`src/rtl/maxpool_fifo_ctrl.sv`:
```
// ---------------------------------------------------------------------------
// maxpool_fifo_ctrl
//
// Sequences a row-pair max-pooling pass over a tile coming out of a systolic
// array. Even rows are written into a FIFO array that is SYSTOLIC_SIZE deep.
// Odd rows read that FIFO back beat-for-beat, so the stored row and the live
// row can be compared. cmp_valid marks the cycle where the FIFO output and the
// one-cycle-delayed incoming row line up for the downstream max comparator.
//
// Ports
//   clk        in   rising-edge clock
//   rst_n      in   asynchronous active-low reset
//   start      in   single-cycle tile start request, sampled only in IDLE
//   in_valid   in   one row element (all lanes) present this cycle
//   in_ready   out  controller is accepting row beats (WRITE_ROW/READ_ROW)
//   wr_en      out  FIFO array write enable (combinational from in_valid)
//   rd_en      out  FIFO array read enable (combinational from in_valid)
//   wr_clr     out  FIFO array write-pointer clear
//   rd_clr     out  FIFO array read-pointer clear
//   cmp_valid  out  FIFO output and delayed row aligned; comparator takes max
//   busy       out  a tile is in progress
//   done       out  single-cycle pulse at the end of the tile
// ---------------------------------------------------------------------------
module maxpool_fifo_ctrl #(
    parameter int SYSTOLIC_SIZE = 16,
    parameter int NUM_ROWS      = 16
) (
    input  logic clk,
    input  logic rst_n,
    input  logic start,
    input  logic in_valid,
    output logic in_ready,
    output logic wr_en,
    output logic rd_en,
    output logic wr_clr,
    output logic rd_clr,
    output logic cmp_valid,
    output logic busy,
    output logic done
);

    localparam int COL_W  = (SYSTOLIC_SIZE > 1) ? $clog2(SYSTOLIC_SIZE) : 1;
    localparam int NPAIR  = NUM_ROWS / 2;
    localparam int PAIR_W = (NPAIR > 1) ? $clog2(NPAIR) : 1;

    localparam logic [COL_W-1:0]  COL_LAST  = COL_W'(SYSTOLIC_SIZE - 1);
    localparam logic [PAIR_W-1:0] PAIR_LAST = PAIR_W'(NPAIR - 1);

    typedef enum logic [2:0] {
        IDLE      = 3'd0,
        CLEAR     = 3'd1,
        WRITE_ROW = 3'd2,
        READ_ROW  = 3'd3,
        DONE      = 3'd4
    } state_t;

    state_t              state_q, state_d;
    logic [COL_W-1:0]    col_q, col_d;
    logic [PAIR_W-1:0]   pair_q, pair_d;
    logic                cmp_valid_q, cmp_valid_d;
    logic                done_q, done_d;
    logic                row_active;
    logic                beat;

    // Beats are only accepted in the two row states; in_valid elsewhere has
    // no effect on counters or enables.
    assign row_active = (state_q == WRITE_ROW) || (state_q == READ_ROW);
    assign beat       = in_valid && row_active;

    always_comb begin
        state_d = state_q;
        col_d   = col_q;
        pair_d  = pair_q;

        case (state_q)
            IDLE: begin
                col_d  = '0;
                pair_d = '0;
                if (start) begin
                    state_d = CLEAR;
                end
            end
            CLEAR: begin
                state_d = WRITE_ROW;
            end
            WRITE_ROW: begin
                if (beat) begin
                    if (col_q == COL_LAST) begin
                        col_d   = '0;
                        state_d = READ_ROW;
                    end else begin
                        col_d = col_q + 1'b1;
                    end
                end
            end
            READ_ROW: begin
                if (beat) begin
                    if (col_q == COL_LAST) begin
                        col_d = '0;
                        // FIFO pointers wrap on their own after a full row,
                        // so the next pair goes straight back to WRITE_ROW.
                        if (pair_q == PAIR_LAST) begin
                            pair_d  = '0;
                            state_d = DONE;
                        end else begin
                            pair_d  = pair_q + 1'b1;
                            state_d = WRITE_ROW;
                        end
                    end else begin
                        col_d = col_q + 1'b1;
                    end
                end
            end
            DONE: begin
                state_d = IDLE;
            end
            default: begin
                state_d = IDLE;
            end
        endcase

        // FIFO read data appears one cycle after rd_en.
        cmp_valid_d = beat && (state_q == READ_ROW);
        done_d      = (state_d == DONE);
    end

    always_ff @(posedge clk or negedge rst_n) begin
        if (!rst_n) begin
            state_q     <= IDLE;
            col_q       <= '0;
            pair_q      <= '0;
            cmp_valid_q <= 1'b0;
            done_q      <= 1'b0;
        end else begin
            state_q     <= state_d;
            col_q       <= col_d;
            pair_q      <= pair_d;
            cmp_valid_q <= cmp_valid_d;
            done_q      <= done_d;
        end
    end

    assign in_ready  = row_active;
    assign wr_en     = in_valid && (state_q == WRITE_ROW);
    assign rd_en     = in_valid && (state_q == READ_ROW);
    assign wr_clr    = (state_q == CLEAR);
    assign rd_clr    = (state_q == CLEAR);
    assign cmp_valid = cmp_valid_q;
    assign busy      = (state_q != IDLE);
    assign done      = done_q;

endmodule

```
`config.mk`:
```
export PLATFORM = sky130hd
export DESIGN_NAME = maxpool_fifo_ctrl
export DESIGN_NICKNAME = d
export VERILOG_FILES = /design/src/rtl/maxpool_fifo_ctrl.sv
export SDC_FILE = /design/constraint.sdc
export NUM_CORES = 1
export LEC_CHECK = 0
export CAP_MARGIN = 15
export CELL_PAD_IN_SITES_DETAIL_PLACEMENT = 0
export CELL_PAD_IN_SITES_GLOBAL_PLACEMENT = 1
export CORE_UTILIZATION = 32
export CTS_CLUSTER_SIZE = 25
export DETAILED_ROUTE_END_ITERATION = 16
export HOLD_SLACK_MARGIN = 0.02
export PLACE_DENSITY_LB_ADDON = 0.3
export SYNTH_ARGS = -nofsm -noshare
export SYNTH_HDL_FRONTEND = slang
export SYNTH_SLANG_ARGS = --single-unit
export TNS_END_PERCENT = 100
```
`constraint.sdc`:
```
create_clock -name clk -period 2.4 [get_ports clk]
set_input_delay 0.24 -clock clk [delete_from_list [all_inputs] [get_ports clk]]
set_output_delay 0.24 -clock clk [all_outputs]
set_load 0.005 [all_outputs]
```
# Yosys cells after proc, flatten, opt, wreduce, memory -nomap -nowiden
# Cells that the tools add are included.
[word_totals] rom_bits=0 regBits=12 latchBits=0 out_inout_bits=8 elab_cells=42 ram_bits=0 n_memories=0
[op_classes] muxes=14 mul=0 n_lt_le_gt_ge=0 div_mod_pow=0 n_shift=0 add_sub_neg=2 n_bitwise=0 reduce_logical=12 n_eq_ne=9
[ops] op="2-to-1 mux 3 bit" count=9
[ops] op="case mux 3 bit (4 select lines)" count=1
[ops] op="2-to-1 mux 4 bit" count=2
[ops] op="case mux 4 bit (2 select lines)" count=1
[ops] op="== test 3 x 2 -> 1 bit, second input constant" count=2
[ops] op="== test 3 bit, second input constant" count=2
[ops] op="case mux 3 bit (2 select lines)" count=1
[ops] op="adder 4 x 1 -> 4 bit, second input constant" count=1
[ops] op="== test 4 bit, second input constant" count=1
[ops] op="logical AND 1 bit" count=4
[ops] op="!= test 2 x 1 -> 1 bit, second input constant" count=2
[ops] op="nonzero test 2 bit" count=2
[ops] op="adder 3 x 1 -> 3 bit, second input constant" count=1
[ops] op="== test 3 x 1 -> 1 bit, second input constant" count=1
[ops] op="zero test 3 bit" count=1
[ops] op="AND reduction 3 bit" count=1
[ops] op="nonzero test 3 bit" count=1
[ops] op="!= test 2 bit, second input constant" count=1
[ops] op="AND reduction 2 bit" count=1
[ops] op="OR reduction 2 bit" count=1
[ops] op="logical OR 1 bit" count=1

# Longest topological paths before layout
[logic_depth] depth_word=6 ltp_mapped=5 depth_no_buf=5

# Worst setup path after synthesis
# OpenSTA, ideal clock, no wires.
[synth_timing] path_kind="flip-flop to flip-flop" from="register col_q[0]" to="register done_q (netlist: done)" stages_incl_launch_ff=6 required_time_ns=2.280 setup_ns=0.120 arrival_time_ns=1.283 path_buffers=1 setup_slack_ns=0.997 path_cell_list="dfrtp_1 > ha_1 > and4_1 > buf_6 > and2_4 > and3_1"
[synth_between] elab_chain_cells=5 elab_cells_between_ends=7 cone_classes="eq/ne: 2; mux: 5"
[synth_lines] element="start: declaration" line_no="58" source="logic [COL_W-1:0] col_q, col_d;"
[synth_lines] element="start signal: assignment" line_no="136" source="col_q <= col_d;"
[synth_lines] element="== test 4 bit *" line_no="88, 98"
[synth_lines] element="2-to-1 mux 3 bit, on equally long branches" line_no="98, 88"
[synth_lines] element="2-to-1 mux 3 bit, on equally long branches" line_no="97, 87"
[synth_lines] element="case mux 3 bit (4 select lines) *" line_no="75" source="case (state_q)"
[synth_lines] element="== test 3 bit *" line_no="124" source="done_d = (state_d == DONE);"
[synth_lines] element="net done_d" line_no="61" source="logic done_q, done_d;"
[synth_lines] element="end signal: assignment" line_no="139" source="done_q <= done_d;"
[synth_lines] element="end: declaration" line_no="61"
# Mark *: on every way through the listed nets, which the timed path passes. The rest lies on a longest branch.
# A chain may end at the register's enable or synchronous reset.

# Worst setup path after layout
[layout_timing] from="register state_q[2]" to="output rd_clr"
[layout_between] elab_chain_cells=1
[layout_lines] element="start: declaration" line_no="57" source="state_t state_q, state_d;"
[layout_lines] element="start signal: assignment" line_no="135" source="state_q <= state_d;"
[layout_lines] element="== test 3 x 1 -> 1 bit" line_no="147" source="assign rd_clr = (state_q == CLEAR);"
[layout_lines] element="end: declaration" line_no="36" source="output logic rd_clr,"
# Every way passes these cells.

==> summary.txt <==
Status
  – Status: finished clean

Logic synthesis
  – Synth unique cells: 31
  – Register bit count reported by yosys: 12
  – Post-synth top flop: dfrtp_1
  – Synth area leader: dfrtp_1
  – EDFF count, synth: 0
  – Post-Syn Instances: 70
  – Syn. warnings: 0
  – Synth area leaders: dfrtp_1, ha_1, nor2b_1
  – Ys async rst share: 100.0%
  – Synthesized cell area: 693.2 µm²
  – Total nets after synthesis: 77
  – Synth cell count leaders: dfrtp_1, nand2_1, nand3_1, nor2b_1
  – Top-count cell post-synth: dfrtp_1
  – Post-synthesis sequential area ratio: a little over two fifths
  – Syn Area/Cell: 9.902 µm²
  – Area share of the largest cell type after synthesis: 43.32%

Global routing
  – GRT Overall Usage: 13.45%
  – Global-route wire length before repair: 2.366 mm
  – Remaining Overflow, GRT: 0
  – Initial antenna violation count: 0
  – Vias in the first global route: 529
  – Largest net degree at the start of global routing: 13

Setup path
  – CP Data Arrival Time: 1800 ps
  – Worst endpoint required time: 2160 ps
  – Critical-path maximum fanout: 12
  – Crit Path Class: reg2out
  – Startpoint types: flip-flop
  – Worst setup EP type: output pin

Clocking
  – Clk slew on worst S/H paths: 80 ps
  – CTS Root Cell: clkbuf_4
  – Post-CTS Setup Inserts: 0
  – Worst skew pair latency: ~280 ps
  – CTS Buf Count: 3
  – TritonCTS clock tree: yes
  – CTS H-tree depth: 1
  – CTS sink cnt: 12
  – # hold bufs at CTS: 0
  – Post-CTS Resized: 0
  – Clock buffer depth: 2

Cells and area
  – FF+latch area: 300.3 µm²
  – Final Net Count: 91
  – Synth-to-layout area growth: 24.37%
  – Layout cell share with drive strength beyond 1: 15.66%
  – Fillers: 206
  – Multi-input logic area: 351.6 µm²
  – Ant diodes: 0

STA
  – Period utilization: a little under nine tenths
  – Final hold violations: 0
  – RSZ-0062 raised after global routing: no
  – Final worst path period need: 2044 ps
  – Final Max Tran Viols: 0
  – Relative slew slack: 63.97%
  – Final Setup Violations: 0
  – F_max: 0.4892 GHz
  – Clk_skew: 5.124 ps
  – Tightest Pin Transition: 538.7 ps
  – Post-Route Setup TNS: 0 ps

Die
  – Rows: 16
  – # IOs: 12
  – Area of the core: 0.002002 mm²
  – Die height: 48.54 µm
  – Die width: 48.54 µm
  – DIE AREA: 0.002356 mm²
  – Initial Util: 34.63%

Detailed routing
  – Via count: 570
  – Pre-Repair DR Iteration Count: 4
  – Routed WL: 1.300 mm
  – Post-route DRC: 0
  – Initial DRC Count: 9
  – Post-route antenna net violation count: 0
  – WL/cell: ~12 µm
  – Vias per inst: 5.182

Pwr
  – Power consumption: 0.0006935 W
  – Sw frac: 32.63%
  – Int Pwr: 0.0004672 W
  – Worst VDD drop: 0.3251 mV
  – Reg power frac: a little over two fifths
  – Combinational fraction of design power: around 33%
  – Clock power frac: a little under a quarter
  – Leak: approximately 0.38 nW
  – Sw power: 0.0002263 W
  – Power Dens Cells: 804.4 mW/mm²

Placed design
  – Placer Congestion: about 0.85
  – # port buffers: 11
  – Post-DP HPWL: about 930 µm

Flow run
  – Max cap viols: 0

Hold path
  – Hold/Removal Path Class: in2async
==> power groups by stage <==
stage	logic, W	clock network (W)	registers, W
global route	0.000259	0.000181	0.000311
floorplan	0.000150	0	0.000296
detailed placement	0.000229	0	0.000305
global placement	0.000232	0	0.000305
finish	0.000228	0.000164	0.000301
CTS	0.000230	0.000171	0.000301
==> layout by cell type (no fill, tap or decap) <==
master and count:
and3_1 2, dfrtp_1 12, o22ai_1 1, nor2_1 3, nand3_1 4, buf_4 3, or3_4 1, and3b_2 1
inv_1 2, or3_1 1, a21oi_1 1, nor2b_2 1, o311ai_1 1, nor2b_1 4, o21ai_0 1, nand4_1 3
nand2_1 5, clkbuf_4 3, o21ai_1 2, a22o_1 1, clkbuf_8 1, o211ai_1 3, clkdlybuf4s50_1 11, and4_1 2
a21o_1 2, nand3b_1 3, and2_4 2, a22oi_1 1, ha_1 3, a311oi_1 1, and2_1 1, nor3_2 1
==> metal layers <==
layer,global-route usage (%),routed length [µm]
met1,17.06,663
met3,3.145,44
met4,10.29,38
met2,19.72,553
met5,0,0
==> final cells by class <==
type | count | share of cell area, %
timing repair buffer | 14 | 15.38
multi-input combinational | 51 | 40.78
inverter | 2 | 0.8708
sequential | 12 | 34.83
clock buffer | 4 | 4.209
tap | 27 | 3.919
==> sequential cells by signal (all words and copies together), names as in the netlist <==
signal,cells
col_q,4
pair_q,3
state_q,3
cmp_valid,1
done,1
==> worst max-delay path, cell delays in order (launching register included) <==
cell and delay [ps]:
dfrtp_1 520, nor2b_1 170, buf_4 150, nor2b_1 170, clkdlybuf4s50_1 520
==> final timing paths <==
check                                 from        end  slack, ps  cells after the start
worst max-delay path            state_q[2]     rd_clr        360                      4
worst min-delay path                 rst_n  pair_q[0]        310                      1
worst max register to register    col_q[0]       done        890                      4
worst min register to register   pair_q[1]  pair_q[1]        540                      2
max in group asynchronous            rst_n  pair_q[2]       1730                      1
min in group clk                 pair_q[1]  pair_q[1]        540                      2
==> logic make-up after synthesis <==
group,share of synthesized area (%)
AND/OR/NAND/NOR,31.23
AO/OA/AOI/OAI,14.08
flip-flops,43.32
buffers and inverters,5.957
adder cells (fa/ha/maj),5.416
==> stage by stage <==
stage | worst slack [ps] | cells | hold WS (ps) | cell area (µm²) | utilization [%]
after floorplan | 997.3 | 70 | -55.59 | 693.2 | -
after global routing | 217.5 | 110 | 369.2 | 862.1 | 43.06
after detailed placement | 568.7 | 106 | 522.7 | 825.8 | 41.25
after CTS | 315.6 | 110 | 334.4 | 862.1 | 43.06
after global placement | 571.7 | 106 | 513.8 | 825.8 | 41.25
final | 355.9 | 110 | 308.9 | 862.1 | 43.06
Note: power is estimated with default switching activity, not from simulation.
